`src/rtl/cpu_pkg.sv`:
```
// Shared pipeline-control types: register-number width, bypass-select encoding and
// the shadow-pipe stage record.
package cpu_pkg;

  localparam int unsigned REG_AW = 5;
  localparam int unsigned FWD_W  = 2;

  localparam logic [FWD_W-1:0] FWD_RF  = 2'b00;
  localparam logic [FWD_W-1:0] FWD_MEM = 2'b01;
  localparam logic [FWD_W-1:0] FWD_WB  = 2'b10;

  typedef struct packed {
    logic              vld;
    logic [REG_AW-1:0] wa;
    logic              ld;
  } stage_t;

endpackage

```
`src/rtl/hazard_fwd_sel.sv`:
```
// Bypass select for one EX operand: compares the ID source against the EX and MEM
// shadow records and picks the youngest valid producer.
module hazard_fwd_sel
  import cpu_pkg::*;
(
  input  logic              use_i,
  input  logic [REG_AW-1:0] src_i,
  input  logic              ex_vld_i,
  input  logic [REG_AW-1:0] ex_wa_i,
  input  logic              ex_ld_i,
  input  logic              mem_vld_i,
  input  logic [REG_AW-1:0] mem_wa_i,
  output logic [FWD_W-1:0]  sel_c
);

  logic src_live;

  assign src_live = use_i && (src_i != '0);

  // A load still in EX has no data yet; the load-use stall turns it into a WB bypass.
  always_comb begin
    sel_c = FWD_RF;
    if (src_live && ex_vld_i && (ex_wa_i == src_i) && !ex_ld_i) begin
      sel_c = FWD_MEM;
    end else if (src_live && mem_vld_i && (mem_wa_i == src_i)) begin
      sel_c = FWD_WB;
    end
  end

endmodule

```
`src/rtl/pipeline_hazard_ctrl.sv`:
```
// Hazard/forwarding controller beside ID: shadow destination pipe, load-use stall,
// branch flush, registered EX bypass selects and a saturating stall counter.
module pipeline_hazard_ctrl
  import cpu_pkg::*;
#(
  parameter int unsigned CNT_W = 32
) (
  input  logic              clk,
  input  logic              rst_n,
  input  logic [REG_AW-1:0] id_rs,
  input  logic [REG_AW-1:0] id_rt,
  input  logic              id_use_rs,
  input  logic              id_use_rt,
  input  logic              id_wreg,
  input  logic [REG_AW-1:0] id_wa,
  input  logic              id_is_load,
  input  logic              id_br_taken,
  input  logic              mem_stall,
  output logic              stall_pc,
  output logic              stall_ifid,
  output logic              flush_ifid,
  output logic              bubble_idex,
  output logic [FWD_W-1:0]  fwd_a_sel,
  output logic [FWD_W-1:0]  fwd_b_sel,
  output logic [CNT_W-1:0]  stall_cnt
);

  // The WB record is not kept: no select or hazard ever depends on it.
  stage_t            ex_q, ex_d;
  logic              mem_vld_q;
  logic [REG_AW-1:0] mem_wa_q;
  logic [FWD_W-1:0]  fwd_a_q, fwd_b_q;
  logic [CNT_W-1:0]  stall_cnt_q;
  logic              lu_c;
  logic [FWD_W-1:0]  fwd_a_c, fwd_b_c;

  assign lu_c = ex_q.vld && ex_q.ld &&
                ((id_use_rs && (id_rs == ex_q.wa)) || (id_use_rt && (id_rt == ex_q.wa)));

  // Output priority: memory wait, then load-use, then branch flush.
  always_comb begin
    stall_pc    = 1'b0;
    stall_ifid  = 1'b0;
    flush_ifid  = 1'b0;
    bubble_idex = 1'b0;
    if (mem_stall) begin
      stall_pc   = 1'b1;
      stall_ifid = 1'b1;
    end else if (lu_c) begin
      stall_pc    = 1'b1;
      stall_ifid  = 1'b1;
      bubble_idex = 1'b1;
    end else begin
      flush_ifid = id_br_taken;
    end
  end

  always_comb begin
    ex_d = '0;
    if (!bubble_idex) begin
      ex_d.vld = id_wreg && (id_wa != '0);
      ex_d.wa  = id_wa;
      ex_d.ld  = id_is_load;
    end
  end

  hazard_fwd_sel u_fwd_a (
    .use_i     (id_use_rs),
    .src_i     (id_rs),
    .ex_vld_i  (ex_q.vld),
    .ex_wa_i   (ex_q.wa),
    .ex_ld_i   (ex_q.ld),
    .mem_vld_i (mem_vld_q),
    .mem_wa_i  (mem_wa_q),
    .sel_c     (fwd_a_c)
  );

  hazard_fwd_sel u_fwd_b (
    .use_i     (id_use_rt),
    .src_i     (id_rt),
    .ex_vld_i  (ex_q.vld),
    .ex_wa_i   (ex_q.wa),
    .ex_ld_i   (ex_q.ld),
    .mem_vld_i (mem_vld_q),
    .mem_wa_i  (mem_wa_q),
    .sel_c     (fwd_b_c)
  );

  always_ff @(posedge clk or negedge rst_n) begin
    if (!rst_n) begin
      ex_q        <= '0;
      mem_vld_q   <= 1'b0;
      mem_wa_q    <= '0;
      fwd_a_q     <= FWD_RF;
      fwd_b_q     <= FWD_RF;
      stall_cnt_q <= '0;
    end else if (!mem_stall) begin
      ex_q      <= ex_d;
      mem_vld_q <= ex_q.vld;
      mem_wa_q  <= ex_q.wa;
      fwd_a_q   <= bubble_idex ? FWD_RF : fwd_a_c;
      fwd_b_q   <= bubble_idex ? FWD_RF : fwd_b_c;
      if (lu_c && (stall_cnt_q != {CNT_W{1'b1}})) begin
        stall_cnt_q <= stall_cnt_q + CNT_W'(1);
      end
    end
  end

  assign fwd_a_sel = fwd_a_q;
  assign fwd_b_sel = fwd_b_q;
  assign stall_cnt = stall_cnt_q;

endmodule

```
`config.mk`:
```
export PLATFORM = sky130hd
export DESIGN_NAME = pipeline_hazard_ctrl
export DESIGN_NICKNAME = d
export VERILOG_FILES = /design/src/rtl/cpu_pkg.sv /design/src/rtl/hazard_fwd_sel.sv /design/src/rtl/pipeline_hazard_ctrl.sv
export SDC_FILE = /design/constraint.sdc
export NUM_CORES = 1
export LEC_CHECK = 0
export ABC_AREA = 1
export CAP_MARGIN = 40
export CORE_ASPECT_RATIO = 1.5
export CORE_MARGIN = 10
export CORE_UTILIZATION = 42
export DETAILED_ROUTE_END_ITERATION = 6
export PLACE_DENSITY = 0.67
export SYNTH_ARGS = -nofsm -noshare
export SYNTH_HDL_FRONTEND = slang
export SYNTH_SLANG_ARGS = --single-unit
```
`constraint.sdc`:
```
create_clock -name clk -period 4.25 [get_ports clk]
set_clock_uncertainty 0.1 [all_clocks]
set_input_delay 1.275 -clock clk [delete_from_list [all_inputs] [get_ports clk]]
set_output_delay 1.275 -clock clk [all_outputs]
set_load 0.02 [all_outputs]
```
; ---- Word level (Yosys, flattened, before mapping)
; Index checks and enable logic that the tools add are counted.
[classes]
n_lt_le_gt_ge = 0
reduce_logical = 24
n_eq_ne = 7
div = 0
n_mux = 12
n_bitwise = 1
shifts = 0
n_mul = 0
n_addsub = 1
[ops]
columns = operator, count
row1 = "adder 32 x 1 -> 32 bit, second input constant", 1
row2 = "inequality test 32 bit, second input constant", 1
row3 = equality test 5 bit, 6
row4 = logical AND 1 bit, 18
row5 = nonzero test 5 bit, 3
row6 = two-way mux 2 bit, 6
row7 = two-way mux 7 bit, 1
row8 = two-way mux 1 bit, 5
row9 = AND reduction 2 bit, 1
row10 = zero test 1 bit, 1
row11 = logical OR 1 bit, 1
row12 = NOT 1 bit, 1
[totals]
ram_bits = 0
rom_bits = 0
in_bits = 23
latchBits = 0
register_bits = 49
out_inout_bits = 40
n_memories = 0

; ---- Depth between registers and ports, before layout
; Gate-level depths: netlist of the first run.
[logic_depth]
depth_word = 7
mapped_depth = 11

; ---- Modules after synthesis
; A second synthesis of the first run with hierarchy kept.
[unflattened]
hier_cells = 560
area_unflattened_um2 = 3565.9
[modules_own_cells]
columns = mod, area_per_inst_um2, cells_per_inst, seq_area_each_um2, n_inst
row1 = pipeline_hazard_ctrl, 3093.0, 446, 1226.2, 1
row2 = hazard_fwd_sel, 236.5, 57, 0.0, 2

; ---- Worst setup path before layout of the first run
; OpenSTA, ideal clock, no wires.
[synth_path]
path_type = in2out
from = in id_rt[3]
to = out flush_ifid
t_arrival_ns = 2.355
required_time_ns = 2.875
slack_ns = 0.520
path_buffers = 0
path_stages = 9
cell_sequence = inv_1 nand2_1 nand2_1 nor2_1 nand4_1 nand2_2 nand2_2 nand2_1 nor2_1
[synth_via]
elab_chain_cells = 6
[synth_rtl]
columns = item, line_no
row1 = "start, declared", pipeline_hazard_ctrl.sv:11  ; input logic [REG_AW-1:0] id_rt,
row2 = equality test 5 bit, pipeline_hazard_ctrl.sv:38  ; ((id_use_rs && (id_rs == ex_q.wa)) || (id_use_rt && (id_rt == ex_q.wa)));
row3 = logical AND 1 bit, pipeline_hazard_ctrl.sv:38
row4 = logical OR 1 bit, pipeline_hazard_ctrl.sv:38
row5 = logical AND 1 bit, pipeline_hazard_ctrl.sv:37  ; assign lu_c = ex_q.vld && ex_q.ld &&
row6 = two-way mux 1 bit, pipeline_hazard_ctrl.sv:49  ; end else if (lu_c) begin
row7 = two-way mux 1 bit, pipeline_hazard_ctrl.sv:46  ; if (mem_stall) begin
row8 = "end, declared", pipeline_hazard_ctrl.sv:21  ; output logic flush_ifid,
; Every way passes these cells.

; ---- Final worst setup path of the first run
[layout_path]
from = in id_rs[0]
to = out bubble_idex
[layout_via]
elab_chain_cells = 6
[layout_rtl]
columns = item, line_no
row1 = "start, declared", pipeline_hazard_ctrl.sv:10  ; input logic [REG_AW-1:0] id_rs,
row2 = equality test 5 bit, pipeline_hazard_ctrl.sv:38
row3 = logical AND 1 bit, pipeline_hazard_ctrl.sv:38
row4 = logical OR 1 bit, pipeline_hazard_ctrl.sv:38
row5 = logical AND 1 bit, pipeline_hazard_ctrl.sv:37
row6 = two-way mux 1 bit, pipeline_hazard_ctrl.sv:49
row7 = two-way mux 1 bit, pipeline_hazard_ctrl.sv:46
row8 = "end, declared", pipeline_hazard_ctrl.sv:22  ; output logic bubble_idex,
; Every way passes these cells.

==> results of run 1 <==
==> cells in the mapped netlist (2+ instances only) <==
master / instances
nand2_1: 192
dfrtp_1: 49
nor2_1: 42
inv_1: 29
xor2_1: 21
nand3_1: 20
o21ai_0: 16
xnor2_1: 15
nand4_1: 11
nor3_1: 11
inv_2: 8
buf_4: 5
nand2_2: 5
clkbuf_1: 3
clkbuf_4: 3
nor2_4: 3
nand2_4: 2
or2_2: 2
==> timing repair <==
| action | 4_1_cts | 5_1_grt |
|---|---|---|
| setup endpoints to repair | 4 | 4 |
| pin swaps | 0 | 3 |
| cloned | 0 | 0 |
| setup buffers | 0 | 2 |
| resized for setup | 10 | 9 |
==> final cells by class <==
type,count,area share
Tap cell,100,0.03029
Timing Repair Buffer,87,0.1933
Clock buffer,5,0.01666
Sequential cell,49,0.2969
Multi-Input combinational cell,352,0.4208
Inverter,37,0.03363
Clock inverter,2,0.008482
==> stage by stage <==
stage / cell area (um^2) / std cells / power, mW / util / setup TNS, ns
2_1_floorplan: 3162 / 449 / 0.5743 / - / 0
3_3_place_gp: 3996 / 622 / 0.6543 / 0.5494 / -1.157
3_5_place_dp: 4016 / 623 / 0.6588 / 0.5521 / -1.382
4_1_cts: 4125 / 630 / 0.9904 / 0.5671 / 0
5_1_grt: 4130 / 632 / 1.027 / 0.5678 / 0
6_report: 4130 / 632 / 0.9786 / 0.5678 / 0
==> power by group <==
group          internal (mW)  switching [mW]
Clock                  0.171           0.155
Sequential             0.482          0.0194
Combinational         0.0694          0.0811
==> logic make-up (layout without fill, tap and decap cells) <==
group                      Yosys count  count (layout)  share of synthesized area
and+or+nand+nor                    296             296                     0.4104
buffers and inverters               48             131                    0.06648
DFF                                 49              49                     0.3878
AOI/OAI and AO/OA                   19              19                    0.03166
adders and majority gates            1               1                   0.003957
xor gates and xnor gates            36              36                    0.09973
==> critical path: cells and delay by family <==
kind                   cells  cell delay [ns]
buffers and inverters      5             0.94
and+or+nand+nor            6             0.54
==> final timing paths <==
kind                                       to  cells after the start
worst max register to register   stall_cnt[3]                     10
worst max-delay path              bubble_idex                     11
min in group asynchronous        stall_cnt[4]                      1
worst min-delay path             fwd_a_sel[1]                      2
max in group asynchronous       stall_cnt[24]                      2
worst min register to register   fwd_a_sel[1]                      2
==> state kept, by name, summed over array words and instances, names as in the netlist <==
name       count
mem_wa_q       5
fwd_a_sel      2
fwd_b_sel      2
mem_vld_q      1
stall_cnt     32
ex_q           7
==> per-layer routing <==
layer / wire, um / up-vias / global-route usage / part of all wire
met5: 0 / - / 0 / 0
met4: 347 / 0 / 0.08511 / 0.036
met3: 394 / 17 / 0.03924 / 0.041
met2: 5117 / 69 / 0.3184 / 0.54
met1: 3651 / 1435 / 0.1760 / 0.38
li1: - / 1563 / - / -
==> flow_summary.ini, run 1 <==
[critical_path]
endpoint_kind = output port
critical-path-max-stage-delay_ns = 0.51
crit_path_max_fanout = 3
critPathLaunch = id_rs[0]
crit_arrival_ns = 2.74
r2r-start = stall_cnt[0]
worstPathRequired_ns = 2.87
start_kind = input port
cp_cell_sequence = clkdlybuf4s50_1, inv_1, nand2_1, nand2_1, nor2_2, nand4_1, nand2_2, buf_4, nand3_2, inv_1, clkbuf_2
worst_path_max_delay_cell = clkdlybuf4s50_1
r2r_slack_ns = 2.05
criticalPathCategory = input port to output port

[logic_synthesis]
synth_cells = 449
netlist_area_um2 = 3162
synthesis.nets = 473
synth_seq_area_share = 0.3878
synth_edf_count = 0
synth_cell_type_count = 30
yosysTopAreaCellShare = 0.3878
synth.avg_cell_area_um2 = 7.042
synth_top_area_cell = dfrtp_1
async_reset_ff_frac = 1.000
ys.flop_type = dfrtp_1
ys_ff_latch = 49
yosys_warnings = 0
ys_top_cells_by_area = dfrtp_1, nand2_1, xor2_1

[placed_design]
io_buffer_count = 62
post-place-ws_ns = -0.3833
dp_hpwl_um = 7469
gp_congestion = 0.8997

[clock_network]
cts_tree = yes
clockBufferDepth = 2
cts_sinks = 49
cts_htree_levels = 2
clock_latency_ns = 0.31
numCtsBuffers = 5
root_buffer = clkbuf_8
cts.reportedPaths.clkPinSlew_ns = 0.09
cts_hold_buf = 0

[timing]
period_share = 0.9678
rsz0062_at_grt = false
fmax_mhz = 243.1
setup_slack_ns = 0.1369
setup_viol = 0
slew_headroom = 0.7333
final_hold_viol_count = 0
hold_ws_ns = 0.3922
slew_viol_final = 0
worst_slew_pin_slew_ns = 0.3992
post-route-min-period_ns = 4.113

[route]
vias = 3084
wl_um = 9510
drt_first_pass_iters = 4
routed_via_density = 4.880
drc = 0
ant_nets = 0
drt_iter0_markers = 106
wire_per_inst_um = 15.05

[finish]
multi_input_area_um2 = 1738
area.sequential_um2 = 1226
final_nets = 556
final_cell_mix = nand2_1, clkdlybuf4s50_1, dfrtp_1
fill_cells = 743
layout_commonest_cell = nand2_1
areaGrowthSynthToFinish_pct = 30.63
layout-drive-gt1-share = 0.1278
n_antenna_cell = 0

[floorplanning]
num_io_pins = 63
die_w_um = 90.84
core_um2 = 7274
start_util = 0.4346
die_h_um = 126.3
num_rows = 38
die-area_um2 = 11470

[power_and_ir_drop]
power_density_nw_per_um2 = 236.9
vdd_ir_drop_max_v = 0.0001764
leakage_nw = 2.038

[grt]
antenna_found_initial = 0
grt_max_degree = 37
grt_pass1_vias = 3319
grtUsageTotal = 0.1718
grt_overflow_total = 0
grt_pass1_wl_um = 16040

[hold_path]
min-delay-start = fwd_a_sel[1]
hp-class = register to register

[run]
cap_violations = 0

[outcome]
status = complete, no violations
Note: power is estimated with default switching activity, not from simulation.
==> run 2: changes to the inputs <==
--- a/config.mk
+++ b/config.mk
@@ -12,6 +12,7 @@
 export CORE_UTILIZATION = 42
 export DETAILED_ROUTE_END_ITERATION = 6
 export PLACE_DENSITY = 0.67
+export SLEW_MARGIN = 20
 export SYNTH_ARGS = -nofsm -noshare
 export SYNTH_HDL_FRONTEND = slang
 export SYNTH_SLANG_ARGS = --single-unit
==> flow_summary.ini, run 2 (synthesis gave the netlist of run 1 again) <==
[outcome]
status = complete, no violations

[hold_path]
min-delay-start = fwd_b_sel[0]
hp-class = register to register
hold_end = fwd_b_sel[0]
hold_depth = 2

[grt]
antenna_found_initial = 0
grt_pass1_wl_um = 15860
grt_pass1_vias = 3238
grt_overflow_total = 0
grt_max_degree = 32
grtUsageTotal = 0.1704

[route]
wl_um = 9588
vias = 3085
drc = 0
ant_nets = 0
drt_first_pass_iters = 4
routed_via_density = 4.889
drt_iter0_markers = 105
wire_per_inst_um = 15.19

[clock_network]
cts_tree = yes
root_buffer = clkbuf_8
numCtsBuffers = 5
cts_setup_buffers = 0
clockBufferDepth = 2
cts.reportedPaths.clkPinSlew_ns = 0.09
cts_sinks = 49
cts_htree_levels = 2
clock_latency_ns = 0.31

[placed_design]
dp_hpwl_um = 7582
io_buffer_count = 62
gp_congestion = 0.8997

[critical_path]
endpoint_kind = output port
worstPathRequired_ns = 2.87
r2r_cells = 10
r2r-start = stall_cnt[0]
r2r_slack_ns = 2.04
crit_path_max_fanout = 4
start_kind = input port
crit_arrival_ns = 2.74
criticalPathCategory = input port to output port
r2r_end = stall_cnt[10]

[timing]
worst_slew_pin_slew_ns = 0.4008
final_hold_viol_count = 0
slew_viol_final = 0
post-route-min-period_ns = 4.112
setup_viol = 0
slew_headroom = 0.7308
rsz0062_at_grt = false
period_share = 0.9675
setup_tns_ns = 0
hold_ws_ns = 0.3994
fmax_mhz = 243.2

[finish]
areaGrowthSynthToFinish_pct = 30.95
layout-drive-gt1-share = 0.1205
final_cell_mix = nand2_1, clkdlybuf4s50_1, dfrtp_1
n_antenna_cell = 0
layout_commonest_cell = nand2_1
largest_register_ffs = 32
final_nets = 555

[floorplanning]
die_h_um = 126.3
die-area_um2 = 11470
num_io_pins = 63
die_w_um = 90.84
core_um2 = 7274
start_util = 0.4346
num_rows = 38

[power_and_ir_drop]
power_density_nw_per_um2 = 237.3
leakage_nw = 2.034
vdd_ir_drop_max_v = 0.0002699

[run]
cap_violations = 0
## run 2: timing repair
action | CTS | global route
resized for setup | 9 | 5
endpoints found under the hold margin | 0 | 0
hold buffers | 0 | 0
endpoints found under the setup margin | 4 | 4
## run 2: routing by layer
layer / global-route usage / part of all wire
met1: 0.1773 / 0.39
met2: 0.3201 / 0.54
met3: 0.03805 / 0.047
met4: 0.06938 / 0.029
met5: 0 / 0
## run 2: cell type report
type                       instances  area, um^2
fill                             694        3134
multi-input combinational        352        1730
sequential                        49        1226
timing repair buffer              86       815.8
inverter                          37       138.9
tap                              100       125.1
clock buffer                       5       68.82
clock inverter                     2       35.03
## run 2: how the worst max path moves through the flow
stage	startpoint	endpoint	cells past startpoint
after floorplan	id_rt[3]	flush_ifid	9
after global routing	id_rs[1]	flush_ifid	11
final	id_rs[0]	flush_ifid	11
after global placement	id_rt[3]	stall_ifid	10
after detailed placement	id_rt[3]	stall_ifid	10
after CTS	id_rt[3]	flush_ifid	11
## run 2: stage by stage
| step | setup slack, ns | cells | utilization | area (um^2) | total power [mW] |
|---|---|---|---|---|---|
| after CTS | 0.004665 | 631 | 0.5717 | 4159 | 0.9939 |
| after floorplan | 0.5202 | 449 | - | 3162 | 0.5743 |
| final | 0.1383 | 631 | 0.5691 | 4140 | 0.9826 |
| after global placement | -0.3228 | 622 | 0.5494 | 3996 | 0.6543 |
| after global routing | 0.03132 | 631 | 0.5691 | 4140 | 1.027 |
| after detailed placement | -0.3663 | 624 | 0.5569 | 4051 | 0.6629 |
## run 2: power by group
group / switching [mW] / leakage, nW / internal, mW
sequential: 0.0189 / 0.662 / 0.482
clock: 0.160 / 0.0540 / 0.171
combinational: 0.0803 / 1.32 / 0.0703
total: 0.259 / 2.03 / 0.724
## run 2: worst max-delay path, stage by stage
cell and delay [ns]:
clkdlybuf4s50_1 0.51, inv_1 0.07, nand2_1 0.06, nand2_1 0.06, nor2_1 0.16, nand4_1 0.13, nand2_2 0.11, nand2_2 0.06
nand2_2 0.09, nor2_1 0.05, clkbuf_2 0.15
==> run 3: changes to the inputs <==
--- a/config.mk
+++ b/config.mk
@@ -7,7 +7,6 @@
 export LEC_CHECK = 0
 export ABC_AREA = 1
 export CAP_MARGIN = 40
-export CORE_ASPECT_RATIO = 1.5
 export CORE_MARGIN = 10
 export CORE_UTILIZATION = 42
 export DETAILED_ROUTE_END_ITERATION = 6
==> constraint.sdc (replaced) <==
create_clock -name clk -period 4.25 [get_ports clk]
set_clock_uncertainty 0.1 [all_clocks]
set_input_delay 1.275 -clock clk [delete_from_list [all_inputs] [get_ports clk]]
set_output_delay 1.275 -clock clk [all_outputs]
set_load 0.005 [all_outputs]
==> flow_summary.ini, run 3 (synthesis gave the netlist of run 1 again) <==
[outcome]
status = complete, no violations

[floorplanning]
start_util = 0.4336
num_io_pins = 63
die_h_um = 106.8
die-area_um2 = 11400
core_um2 = 7292
num_rows = 31
die_w_um = 106.8

[power_and_ir_drop]
power_density_nw_per_um2 = 230.8
vdd_ir_drop_max_v = 0.0001342
leakage_nw = 2.047

[timing]
final_hold_viol_count = 0
post-route-min-period_ns = 4.156
worst_slew_pin_slew_ns = 0.6915
setup_viol = 0
setup_slack_ns = 0.09397
slew_viol_final = 0
hold_ws_ns = 0.3857
fmax_mhz = 240.6
rsz0062_at_grt = false
slew_headroom = 0.5379
period_share = 0.9779

[placed_design]
dp_hpwl_um = 7136
io_buffer_count = 62
post-place-ws_ns = -0.1694
gp_congestion = 0.9295

[route]
drt_first_pass_iters = 4
drt_iter0_markers = 180
wire_per_inst_um = 14.48
wl_um = 9081
routed_via_density = 4.877
vias = 3058
drc = 0
ant_nets = 0

[clock_network]
cts_htree_levels = 2
clockBufferDepth = 2
clock_latency_ns = 0.31
cts_sinks = 49
cts.reportedPaths.clkPinSlew_ns = 0.09
cts_tree = yes
numCtsBuffers = 5
root_buffer = clkbuf_8

[critical_path]
endpoint_kind = output port
criticalPathCategory = input port to output port
r2r_end = stall_cnt[19]
worstPathRequired_ns = 2.87
crit_path_max_fanout = 4
r2r_cells = 10
r2r_slack_ns = 1.89
start_kind = input port
crit_arrival_ns = 2.78
r2r-start = stall_cnt[0]

[grt]
grt_pass1_vias = 3049
grt_pass1_wl_um = 15470
grtUsageTotal = 0.1638
antenna_found_initial = 0
grt_max_degree = 50
grt_overflow_total = 0

[hold_path]
hp-class = register to register
hold_end = fwd_b_sel[0]
min-delay-start = fwd_b_sel[0]
hold_depth = 2

[finish]
layout_commonest_cell = nand2_1
final_cell_mix = nand2_1, clkdlybuf4s50_1, dfrtp_1
final_nets = 551
layout-drive-gt1-share = 0.1155
largest_register_ffs = 32
n_antenna_cell = 0
areaGrowthSynthToFinish_pct = 29.72

[run]
cap_violations = 0
## run 3: repair_timing
item / 4_1_cts / 5_1_grt
setup buffers: 1 / 0
hold buffers: 0 / 0
endpoints found under the setup margin: 4 / 3
resized for setup: 12 / 5
pin swaps: 4 / 2
hold endpoints to repair: 0 / 0
## run 3: area by class of cell
cell class / count / area, um^2
clock inverter: 1 / 5.005
clock buffer: 7 / 96.34
inverter: 37 / 138.9
tap: 99 / 123.9
timing repair buffer: 82 / 765.7
multi-input combinational: 352 / 1745
fill: 775 / 3191
sequential: 49 / 1226
## run 3: critical path: stages
cell and delay [ns]:
clkdlybuf4s50_1 0.51, xor2_1 0.19, nor2_2 0.06, nand4_1 0.09
nand2_2 0.07, buf_4 0.14, nand2_2 0.06, nand2_2 0.06
nor2_1 0.08, dlygate4sd2_1 0.24
## run 3: per-layer routing
metal	share of wire	track usage	wire, um	vias up
met5	0	0	0	-
li1	-	-	-	1554
met2	0.45	0.2594	4072	69
met1	0.49	0.2179	4435	1426
met3	0.049	0.03593	449	9
met4	0.014	0.04932	124	0
## run 3: stage by stage
stage	area (um^2)	setup TNS [ns]	power, mW	cells	util
finish	4101	0	0.9467	627	0.5625
global route	4101	0	0.9980	627	0.5625
CTS	4084	0	0.9556	627	0.5601
detailed placement	3975	-0.5736	0.6465	618	0.5451
global placement	3973	-0.5064	0.6459	618	0.5448
floorplan	3162	0	0.5682	449	-
## run 3: worst max-delay path by stage
stage / startpoint / endpoint / slack, ns
final: id_rs[2] / flush_ifid / 0.09
after global routing: id_rs[2] / flush_ifid / 0.02
after global placement: id_rt[3] / stall_ifid / -0.15
after detailed placement: id_rt[3] / stall_ifid / -0.17
after floorplan: id_rt[3] / stall_pc / 0.73
after CTS: id_rt[3] / flush_ifid / 0.07
## run 3: report_power, final
group,switching (mW),internal [mW]
logic,0.0705,0.0638
registers,0.0214,0.482
clock network,0.161,0.148
total,0.253,0.694
